**src/rtl/divider.sv**
```systemverilog
// Sequential unsigned restoring divider, one quotient bit per clock, op_start/op_clear/op_done handshake.
// Optional DIVIDER_DIVZERO_FLAG_EN adds a sticky div_by_zero output flag.
module divider #(
    parameter int WIDTH = 64,
    parameter int CNT_W = 6
) (
    input  logic             clk,
    input  logic             reset_n,
    input  logic             op_start,
    input  logic             op_clear,
    input  logic [WIDTH-1:0] dividend,
    input  logic [WIDTH-1:0] divisor,
    output logic             op_done,
    output logic [WIDTH-1:0] quotient,
`ifdef DIVIDER_DIVZERO_FLAG_EN
    output logic [WIDTH-1:0] remainder,
    output logic             div_by_zero
`else
    output logic [WIDTH-1:0] remainder
`endif
);

    typedef enum logic [1:0] {
        S_IDLE = 2'd0,
        S_EXEC = 2'd1,
        S_DONE = 2'd2
    } state_t;

    localparam logic [CNT_W-1:0] LAST_CNT = CNT_W'(WIDTH - 1);

    state_t             state_q, state_d;
    logic [CNT_W-1:0]   cnt_q, cnt_d;
    logic [WIDTH-1:0]   dvs_q, dvs_d;
    logic [WIDTH:0]     p_q, p_d;
    logic [WIDTH-1:0]   q_q, q_d;
    logic [WIDTH-1:0]   quo_q, quo_d;
    logic [WIDTH-1:0]   rem_q, rem_d;
    logic               done_q, done_d;
    logic               dbz_q, dbz_d;
    logic [WIDTH:0]     trial_s;
    logic [WIDTH:0]     diff_s;
    logic               ge_s;

    // Next-state, datapath step and output load, op_clear taking priority.
    always_comb begin
        state_d = state_q;
        cnt_d   = cnt_q;
        dvs_d   = dvs_q;
        p_d     = p_q;
        q_d     = q_q;
        quo_d   = quo_q;
        rem_d   = rem_q;
        done_d  = done_q;
        dbz_d   = dbz_q;
        // Compare/subtract one bit wider than the operands so a shifted-in MSB cannot overflow.
        trial_s = {p_q[WIDTH-1:0], q_q[WIDTH-1]};
        diff_s  = trial_s - {1'b0, dvs_q};
        ge_s    = (trial_s >= {1'b0, dvs_q});

        if (op_clear) begin
            state_d = S_IDLE;
            cnt_d   = {CNT_W{1'b0}};
            dvs_d   = {WIDTH{1'b0}};
            p_d     = {(WIDTH+1){1'b0}};
            q_d     = {WIDTH{1'b0}};
            quo_d   = {WIDTH{1'b0}};
            rem_d   = {WIDTH{1'b0}};
            done_d  = 1'b0;
            dbz_d   = 1'b0;
        end else begin
            case (state_q)
                S_IDLE: begin
                    if (op_start) begin
                        state_d = S_EXEC;
                        cnt_d   = {CNT_W{1'b0}};
                        dvs_d   = divisor;
                        p_d     = {(WIDTH+1){1'b0}};
                        q_d     = dividend;
                        quo_d   = {WIDTH{1'b0}};
                        rem_d   = {WIDTH{1'b0}};
                        done_d  = 1'b0;
                        dbz_d   = (divisor == {WIDTH{1'b0}});
                    end else begin
                        state_d = S_IDLE;
                    end
                end
                S_EXEC: begin
                    p_d = ge_s ? diff_s : trial_s;
                    q_d = {q_q[WIDTH-2:0], ge_s};
                    if (cnt_q == LAST_CNT) begin
                        state_d = S_DONE;
                        cnt_d   = {CNT_W{1'b0}};
                    end else begin
                        cnt_d   = cnt_q + {{(CNT_W-1){1'b0}}, 1'b1};
                    end
                end
                S_DONE: begin
                    // Outputs are registered off the final Q/P, so op_done lands one edge into DONE.
                    quo_d  = q_q;
                    rem_d  = p_q[WIDTH-1:0];
                    done_d = 1'b1;
                end
                default: begin
                    state_d = S_IDLE;
                    cnt_d   = {CNT_W{1'b0}};
                end
            endcase
        end
    end

    // State and datapath registers with asynchronous active-low reset.
    always_ff @(posedge clk or negedge reset_n) begin
        if (!reset_n) begin
            state_q <= S_IDLE;
            cnt_q   <= {CNT_W{1'b0}};
            dvs_q   <= {WIDTH{1'b0}};
            p_q     <= {(WIDTH+1){1'b0}};
            q_q     <= {WIDTH{1'b0}};
            quo_q   <= {WIDTH{1'b0}};
            rem_q   <= {WIDTH{1'b0}};
            done_q  <= 1'b0;
            dbz_q   <= 1'b0;
        end else begin
            state_q <= state_d;
            cnt_q   <= cnt_d;
            dvs_q   <= dvs_d;
            p_q     <= p_d;
            q_q     <= q_d;
            quo_q   <= quo_d;
            rem_q   <= rem_d;
            done_q  <= done_d;
            dbz_q   <= dbz_d;
        end
    end

    assign op_done   = done_q;
    assign quotient  = quo_q;
    assign remainder = rem_q;

`ifdef DIVIDER_DIVZERO_FLAG_EN
    assign div_by_zero = dbz_q;
`else
    logic unused_dbz_s;
    assign unused_dbz_s = dbz_q;
`endif

endmodule

```
**config.mk**
```make
export PLATFORM = sky130hd
export DESIGN_NAME = divider
export DESIGN_NICKNAME = d
export VERILOG_FILES = /design/src/rtl/divider.sv
export SDC_FILE = /design/constraint.sdc
export NUM_CORES = 1
export LEC_CHECK = 0
export ABC_AREA = 1
export BUFFER_PORTS_ARGS = -buffer_cell sky130_fd_sc_hd__buf_2
export CELL_PAD_IN_SITES_DETAIL_PLACEMENT = 2
export CELL_PAD_IN_SITES_GLOBAL_PLACEMENT = 2
export CORE_MARGIN = 2
export CORE_UTILIZATION = 30
export DETAILED_ROUTE_END_ITERATION = 7
export PLACE_DENSITY = 0.78
export SLEW_MARGIN = 20
export SYNTH_ARGS = -nofsm -noshare
export SYNTH_HDL_FRONTEND = slang
export SYNTH_SLANG_ARGS = --single-unit
```
**constraint.sdc**
```tcl
create_clock -name clk -period 2.2 [get_ports clk]
set_input_delay 0.22 -clock clk [delete_from_list [all_inputs] [get_ports clk]]
set_output_delay 0.22 -clock clk [all_outputs]
set_load 0.02 [all_outputs]
```
==> results.py <==
metrics = {
    "min_path": {
        "hold_depth": 3,
        "hold_path.class": "in -> reg",
    },
    "timing": {
        "finalHoldViolations": 1,
        "tns_ns": -32.41,
        "fin_crit_sh": 1.31,
        "post-route-min-period_ns": 2.88,
        "rsz0062_at_grt": "yes",
        "fmax_mhz": 347,
        "setup_violations": 65,
        "relSlewSlack": 0.603,
        "maxSlewViolCount": 0,
        "worst_pin_slew_ns": 0.596,
        "fin_skew_ns": 0.0403,
        "finalWorstSetupSlack_ns": -0.683,
        "holdWs_ns": -0.0427,
    },
    "die": {
        "fp-row-count": 94,
        "core_um2": 66100,
        "initial_core_util": 0.305,
        "die_h_um": 263,
        "die_x_um": 263,
        "die-area_um2": 69200,
        "ioPinCount": 261,
    },
    "detailed_routing": {
        "wirelength_um": 126000,
        "drt_iter0_drc": 1297,
        "drtAntennaViolNets": 0,
        "drc": 0,
        "wl_per_cell_um": 27.6,
        "drt_first_pass_iters": 7,
        "dr_total_vias": 24200,
        "vias_per_cell": 5.30,
    },
    "setup_path": {
        "r2r_cells": 16,
        "critPathRequiredTime_ns": 2.66,
        "cp-end-kind": "register",
        "path_max_fanout": 3,
        "crit_arrival_ns": 3.34,
        "critPathLaunchType": "register",
        "crit_type": "reg -> reg",
    },
    "final_layout": {
        "instances_no_fill": 4572,
        "layout-drive-gt1-share": 0.354,
        "area_growth_pct": 54.2,
        "fill_cells": 7379,
        "layout.nets": 3877,
    },
    "pwr": {
        "total_power_uw": 20800,
        "p_per_area_nw_per_um2": 671,
        "vdd_drop_max_v": 0.000468,
        "leakage_uw": 0.0164,
    },
    "clock_network": {
        "root_buffer": "clkbuf_16",
        "clk_latency_ns": 0.61,
        "htreeDepth": 2,
        "clockBufferDepth": 3,
        "path_clk_slew_ns": 0.08,
        "cts_tree": "built",
        "clock_sinks": 329,
        "numCtsBuffers": 39,
    },
    "grt": {
        "grt_max_degree": 91,
        "grt_pass1_vias": 28100,
        "antenna_found_initial": 2,
        "groute.usage.overall": 0.330,
        "grt_overflow_total": 0,
        "grt_pass1_wl_um": 177000,
    },
    "yosys": {
        "synth-seq-cells": 329,
        "synth-edff-count": 0,
        "async_reset_ff_frac": 1.00,
        "ys_seq_area_frac": 0.409,
        "syn_area_um2": 20100,
        "ys_top_cells_by_area": "dfrtp_1 (41%), nand2_1 (17%), inv_1 (12%), o22ai_1 (5.9%), nand3_1 (5.4%)",
        "yosys.area.top_type": "dfrtp_1",
        "yosysTopAreaCellShare": 0.409,
        "netlist_top_cells_count": "nand2_1 (899), inv_1 (640), dfrtp_1 (329)",
        "ys.flop_type": "dfrtp_1",
        "synth_cell_types": 35,
        "syn_area_per_cell_um2": 6.96,
        "syn-num-nets": 3092,
        "yosysWarnings": 0,
        "synthesis.instances": 2894,
        "yosysMostFrequentCell": "nand2_1",
    },
    "placement": {
        "dp_hpwl_um": 66100,
        "dpl.cell_count": 4296,
        "place.gp.congestion": 0.886,
        "port_buffers": 260,
    },
    "job": {
        "max-cap-violations": 0,
    },
    "status": {
        "violations": "negative hold slack, negative setup slack",
        "status": "complete, but fails checks",
    },
}
per-layer routing:
metal,vias to the layer above,routed length (µm),track usage
li1,10500,-,-
met1,12400,47000,0.359
met2,881,65000,0.623
met3,434,6010,0.0520
met4,2,8040,0.153
met5,-,13,0
repair_timing:
item | in CTS | in global routing
buffers inserted | 65 | 21
gates cloned | 12 | 2
hold buffers | 113 | 0
setup endpoints to repair | 65 | 68
pin swaps | 106 | 86
gates resized for setup | 371 | 221
hold endpoints to repair | 157 | 0
critical path: stages, from the launching register on:
cell	delay, ns
dfrtp_1	0.46
ha_4	0.34
buf_4	0.12
nand2_2	0.08
nor2_4	0.17
nand2_1	0.12
buf_4	0.15
nor3_1	0.25
nand2_1	0.18
nand2_4	0.17
nand2_1	0.16
nand2_1	0.12
nand2_1	0.06
nand2_1	0.08
nand2_2	0.07
nand3_1	0.09
nand2_1	0.09
final timing paths:
| check | end | start | slack [ns] |
|---|---|---|---|
| worst min-delay path | q_q[0] | dividend[0] | -0.04 |
| min in group asynchronous | dvs_q[24] | reset_n | 0.15 |
| worst min register to register | remainder[22] | remainder[22] | 0.53 |
| worst max-delay path | p_q[57] | p_q[12] | -0.68 |
| worst max register to register | p_q[57] | p_q[12] | -0.68 |
| max in group asynchronous | q_q[51] | reset_n | 1.16 |
layout by cell type, fill, tap and decap left out, types with 8 or more instances in the layout:
master,count
a21oi_1,26
a21oi_2,14
a21oi_4,10
buf_12,30
buf_16,9
buf_2,259
buf_4,428
buf_6,8
clkbuf_16,42
clkinv_2,8
dfrtp_1,325
dlygate4sd3_1,113
ha_4,60
inv_1,585
inv_2,64
nand2_1,697
nand2_2,167
nand2_4,44
nand3_1,168
nand3_2,49
nand3_4,11
nand3b_1,25
nor2_1,58
nor2_2,32
nor2_4,34
nor3_1,8
o21ai_0,138
o22ai_1,190
xnor2_1,27
cell families after synthesis:
| kind of cell | synth area share |
|---|---|
| compound gates | 0.109 |
| xor+xnor | 0.0139 |
| fa+ha+maj | 0.0414 |
| buf+inv | 0.150 |
| flops | 0.409 |
| simple gates | 0.276 |
where the power goes:
group | switching, µW | internal, µW
logic | 4310 | 2490
clock network | 3080 | 4140
registers | 252 | 6540
total | 7640 | 13200
flip-flops by register name (all words and copies together) (netlist names):
| register | flops |
|---|---|
| q_q | 64 |
| state_q | 2 |
| op_done | 1 |
| quotient | 64 |
| dvs_q | 64 |
| cnt_q | 6 |
| p_q | 64 |
| remainder | 64 |
final cells by class:
type / instances / area, µm² / area share
inverters: 654 / 2460 / 0.0793
clock inverters: 17 / 233 / 0.00750
multi-input cells: 1803 / 11200 / 0.362
clock buffers: 52 / 1110 / 0.0356
flip-flops and latches: 329 / 8240 / 0.265
repair buffers: 852 / 6690 / 0.216
diodes: 1 / 2.50 / 0.0000806
well taps: 864 / 1080 / 0.0348
stage by stage:
step	cell area, µm²	util	setup WS (ns)	hold slack [ns]
after floorplan	20100	-	0.122	-0.0756
after global placement	25100	0.380	-0.445	0.190
after detailed placement	25100	0.380	-0.564	0.197
after CTS	30200	0.457	-0.255	0.000339
after global routing	31000	0.470	-0.668	-0.00933
final	31000	0.470	-0.683	-0.0427
Power figures use the tool's default switching activity.
